===== src/rtl/frequency_measure_controller.sv =====
// frequency_measure_controller
// Sequencer for the frequency_analyzer datapath: clears the analyzer, enables
// it for a fixed window, freezes it, captures both tick totals, classifies the
// tone and presents the result on a valid/ready handshake.
module frequency_measure_controller #(
  parameter int unsigned CLOCK        = 50_000_000,
  parameter int unsigned WINDOW_TICKS = 500_000,
  parameter int unsigned MIN_TICKS    = 1000
) (
  input  logic        clock,
  input  logic        clear,
  input  logic        start,
  input  logic        continuous,
  input  logic        abort,
  output logic        analyzer_enable,
  output logic        analyzer_clear,
  input  logic [31:0] f1_value,
  input  logic [31:0] f2_value,
  output logic        result_valid,
  input  logic        result_ready,
  output logic        result_tone,
  output logic        result_no_signal,
  output logic [31:0] result_f1,
  output logic [31:0] result_f2,
  output logic        busy
);

  // Counter wide enough to hold WINDOW_TICKS-1 (WINDOW_TICKS >= 2 keeps CW >= 1)
  localparam int unsigned    CW       = $clog2(WINDOW_TICKS);
  localparam logic [CW-1:0]  LAST     = CW'(WINDOW_TICKS - 1);
  localparam logic [32:0]    MIN_SUM  = 33'(MIN_TICKS);

  // Reject parameter sets that cannot produce a meaningful window
  if (WINDOW_TICKS < 2 || CLOCK == 0) begin : g_param_check
    $error("frequency_measure_controller: WINDOW_TICKS must be >= 2 and CLOCK nonzero");
  end

  typedef enum logic [2:0] {
    IDLE,
    CLR,
    MEASURE,
    SETTLE,
    CAPTURE,
    REPORT
  } state_t;

  state_t        state;
  logic [CW-1:0] win_cnt;
  logic [32:0]   sum;
  logic          no_signal_next;
  logic          tone_next;

  // Classification of the frozen analyzer totals, full 33-bit sum
  always_comb begin
    sum            = {1'b0, f1_value} + {1'b0, f2_value};
    no_signal_next = (sum < MIN_SUM);
    tone_next      = !no_signal_next && (f2_value > f1_value);
  end

  // Sequencer FSM; every output is registered and set on the transition
  // into the state that owns it, so outputs depend only on flops
  always_ff @(posedge clock or posedge clear) begin
    if (clear) begin
      state            <= IDLE;
      win_cnt          <= '0;
      analyzer_enable  <= 1'b0;
      analyzer_clear   <= 1'b0;
      result_valid     <= 1'b0;
      result_tone      <= 1'b0;
      result_no_signal <= 1'b0;
      result_f1        <= '0;
      result_f2        <= '0;
      busy             <= 1'b0;
    end else if (abort) begin
      // Abort wins over start and the handshake; captured results are kept
      state           <= IDLE;
      analyzer_enable <= 1'b0;
      analyzer_clear  <= 1'b0;
      result_valid    <= 1'b0;
      busy            <= 1'b0;
    end else begin
      case (state)
        IDLE: begin
          if (start) begin
            state           <= CLR;
            win_cnt         <= '0;
            analyzer_enable <= 1'b1;
            analyzer_clear  <= 1'b1;
            busy            <= 1'b1;
          end
        end
        CLR: begin
          state          <= MEASURE;
          win_cnt        <= '0;
          analyzer_clear <= 1'b0;
        end
        MEASURE: begin
          if (win_cnt == LAST) begin
            state           <= SETTLE;
            analyzer_enable <= 1'b0;
          end else begin
            win_cnt <= win_cnt + 1'b1;
          end
        end
        SETTLE: begin
          state <= CAPTURE;
        end
        CAPTURE: begin
          state            <= REPORT;
          result_f1        <= f1_value;
          result_f2        <= f2_value;
          result_no_signal <= no_signal_next;
          result_tone      <= tone_next;
          result_valid     <= 1'b1;
        end
        REPORT: begin
          if (result_ready) begin
            result_valid <= 1'b0;
            if (continuous) begin
              state           <= CLR;
              win_cnt         <= '0;
              analyzer_enable <= 1'b1;
              analyzer_clear  <= 1'b1;
            end else begin
              state <= IDLE;
              busy  <= 1'b0;
            end
          end
        end
        default: begin
          state           <= IDLE;
          analyzer_enable <= 1'b0;
          analyzer_clear  <= 1'b0;
          result_valid    <= 1'b0;
          busy            <= 1'b0;
        end
      endcase
    end
  end

endmodule


===== config.mk =====
export PLATFORM = sky130hd
export DESIGN_NAME = frequency_measure_controller
export DESIGN_NICKNAME = d
export VERILOG_FILES = /design/src/rtl/frequency_measure_controller.sv
export SDC_FILE = /design/constraint.sdc
export NUM_CORES = 1
export LEC_CHECK = 0
export CAP_MARGIN = 20
export CORE_UTILIZATION = 45
export DETAILED_ROUTE_END_ITERATION = 8
export GPL_ROUTABILITY_DRIVEN = 0
export PLACE_DENSITY = 0.71
export SYNTH_ARGS = -nofsm -noshare
export SYNTH_HDL_FRONTEND = slang
export SYNTH_SLANG_ARGS = --single-unit

===== constraint.sdc =====
create_clock -name clock -period 4.1 [get_ports clock]
set_input_delay 0.82 -clock clock [delete_from_list [all_inputs] [get_ports clock]]
set_output_delay 0.82 -clock clock [all_outputs]
set_load 0.005 [all_outputs]

==> impl_metrics.env <==
export IMPL_final_cell_mix="clkdlybuf4s50_1 (139), dfrtp_1 (92), mux2_2 (65), ha_1 (65)"
export IMPL_start_kind="input pin"
export IMPL_dp_hpwl_um=14600
export IMPL_root_buffer="clkbuf_16"
export IMPL_grt_setup_unrepaired="false"
export IMPL_ctsResizeCount=0
export IMPL_fin_tns_setup_ps=0
export IMPL_fin_crit_sh_pct=92.8
export IMPL_num_vias=6475
export IMPL_area_growth_pct=28.9
export IMPL_routed_via_density=5.67
export IMPL_p_per_area_mw_per_mm2=428
export IMPL_netlist_area_mm2=0.00708
export IMPL_end_kind="flop"
export IMPL_yosysUniqueCellTypes=87
export IMPL_drcViolationCount=0
export IMPL_antenna_cells=0
export IMPL_avgSynthCellArea_um2=9.13
export IMPL_ant_nets=0
export IMPL_slew_headroom_pct=38.7
export IMPL_internal_power_uw=2700
export IMPL_io_buffers=139
export IMPL_clk_pin_slew_ps=70
export IMPL_fin_area_mm2=0.00913
export IMPL_start_util_pct=46.4
export IMPL_power_share_switching_pct=30.9
export IMPL_hp_start="result_f1[11]"
export IMPL_fp_row_count=45
export IMPL_cts_buffer_depth=2
export IMPL_tightest_slew_ps=919
export IMPL_grt_util_all_layers_pct=24.1
export IMPL_synth_edf_count=0
export IMPL_holdBufCountCts=0
export IMPL_fmax_mhz=263
export IMPL_wl_per_cell_um=16.5
export IMPL_synthArstFlopShare_pct=100
export IMPL_hold_class="flop to flop"
export IMPL_fin_cells=1141
export IMPL_cp_required_ps=4310
export IMPL_skew_ps=7.26
export IMPL_fin_util_pct=59.8
export IMPL_setup_ws_ps=294
export IMPL_worstSetupPathType="input pin to flop"
export IMPL_cts_htree_levels=3
export IMPL_final_common_cell="clkdlybuf4s50_1"
export IMPL_power_leakage_uw=0.00395
export IMPL_first_iter_violations=416
export IMPL_p_sw_uw=1200
export IMPL_layout_nets=1061
export IMPL_cts_tree="built"
export IMPL_max_cap_viol_count=0
export IMPL_grt_pass1_vias=6208
export IMPL_outcome="finished clean"
export IMPL_die_area_mm2=0.0162
export IMPL_antenna_found_initial=0
export IMPL_ys_ff_latch=92
export IMPL_numCtsBuffers=9
export IMPL_clk_latency_ps=360
export IMPL_finalSetupViolations=0
export IMPL_finalHoldViolCount=0
export IMPL_path_max_fanout=9
export IMPL_pre_cts_slack_ps=17.8
export IMPL_yosysWarnings=0
export IMPL_crit_start="f1_value[12]"
export IMPL_min_period_ps=3810
export IMPL_dpl_instance_area_mm2=0.00886
export IMPL_seq_area_frac_synth_pct=32.5
export IMPL_drive_gt1_share_pct=15.4
export IMPL_report_final_slew_viol_count=0
export IMPL_dpl_cell_count=1126
export IMPL_pwr_share_comb_pct=43.7
export IMPL_synthCells=775
export IMPL_postSynthNetCount=910
export IMPL_grt_pass1_wl_um=31200
export IMPL_seqPwrFrac_pct=36.4
export IMPL_die_w_um=127
export IMPL_core_area_mm2=0.0153
export IMPL_wl_um=18900
export IMPL_synth_top_flop_cell="dfrtp_1"
export IMPL_worstReg2RegStart="state[2]"
export IMPL_firstDrtPassIters=6
export IMPL_arrival_ps=4020
export IMPL_clkPwrFrac_pct=19.9
export IMPL_fp_dieH_um=127
export IMPL_overflow=0
export IMPL_grt_max_degree=69
export IMPL_postCtsSetupBuffers=0
export IMPL_peakVddDrop_uv=216
export IMPL_num_io_pins=140
export IMPL_clock_sinks=92
power groups by stage:
| stage | combinational [uW] | sequential [uW] | clock [uW] |
|---|---|---|---|
| after floorplan | 739 | 1440 | 0 |
| after global placement | 1690 | 1430 | 0 |
| after detailed placement | 1700 | 1440 | 0 |
| after CTS | 1710 | 1430 | 800 |
| after global routing | 1840 | 1470 | 845 |
| final | 1710 | 1420 | 777 |
per-stage QoR:
step	power [uW]	hold slack, ps
2_1_floorplan	2180	488
3_3_place_gp	3120	488
3_5_place_dp	3140	491
4_1_cts	3940	509
5_1_grt	4150	517
6_report	3900	504
metal layers:
metal  up-vias  part of all wire, %  track usage, %
li1       3130                    -               -
met1      3062                   44            31.1
met2       236                   46            39.2
met3        47                  6.8            5.78
met4         0                  2.7            8.54
met5         -                    0               0
area by class of cell:
class                   instances  area, um^2
fillers                      1356        6130
multi-input cells             580        4360
flip-flops and latches         92        2300
repair buffers                176        1680
well taps                     211         264
inverters                      67         254
clock buffers                   9         225
clock inverters                 6        41.3
flip-flops by register name, summed over array words and instances, names as in the netlist:
signal	count
state	3
analyzer_enable	1
result_tone	1
analyzer_clear	1
result_no_signal	1
win_cnt	19
busy	1
result_f2	32
result_f1	32
result_valid	1
critical path, cell delays in order:
cell and delay (ps):
clkdlybuf4s50_1 520, inv_1 60, ha_1 460, inv_2 50, a21oi_1 270, a311oi_2 180, o41ai_1 630, nor2_1 140
a31oi_1 220, mux2_1 330, and3_1 190, o2bb2ai_1 130
synth_stat cells, types with 13 or more instances:
| cell type | n | area share [%] |
|---|---|---|
| dfrtp_1 | 92 | 33 |
| nor2_1 | 63 | 3.3 |
| clkbuf_1 | 16 | 0.85 |
| o21ai_0 | 35 | 2.5 |
| inv_1 | 64 | 3.4 |
| ha_1 | 65 | 11 |
| nand4_1 | 15 | 1.3 |
| nand2_1 | 32 | 1.7 |
| mux2_2 | 65 | 10 |
| nor3_1 | 19 | 1.3 |
| nand3_1 | 26 | 1.8 |
| nor2b_1 | 22 | 1.9 |
| a21oi_1 | 42 | 3.0 |
| buf_2 | 13 | 0.92 |
logic make-up (layout without fill, tap and decap cells):
| group | after synthesis | in the layout | share of synthesized area (%) |
|---|---|---|---|
| adder cells (fa/ha/maj) | 65 | 65 | 11.5 |
| AO/OA/AOI/OAI | 194 | 194 | 18.9 |
| XOR/XNOR | 17 | 17 | 2.10 |
| buffers and inverters | 103 | 258 | 5.92 |
| multiplexers | 71 | 71 | 11.2 |
| flip-flops | 92 | 92 | 32.5 |
| AND/OR/NAND/NOR | 233 | 233 | 17.8 |
worst paths after layout:
path,endpoint,slack (ps),cells after the start
worst max-delay path,result_no_signal,290,12
worst min-delay path,result_f1[11],500,1
min in group asynchronous,win_cnt[17],940,2
worst min register to register,result_f1[11],500,1
worst max register to register,result_tone,1370,6
max in group asynchronous,result_f1[13],2440,3
Note: power is estimated with default switching activity, not from simulation.
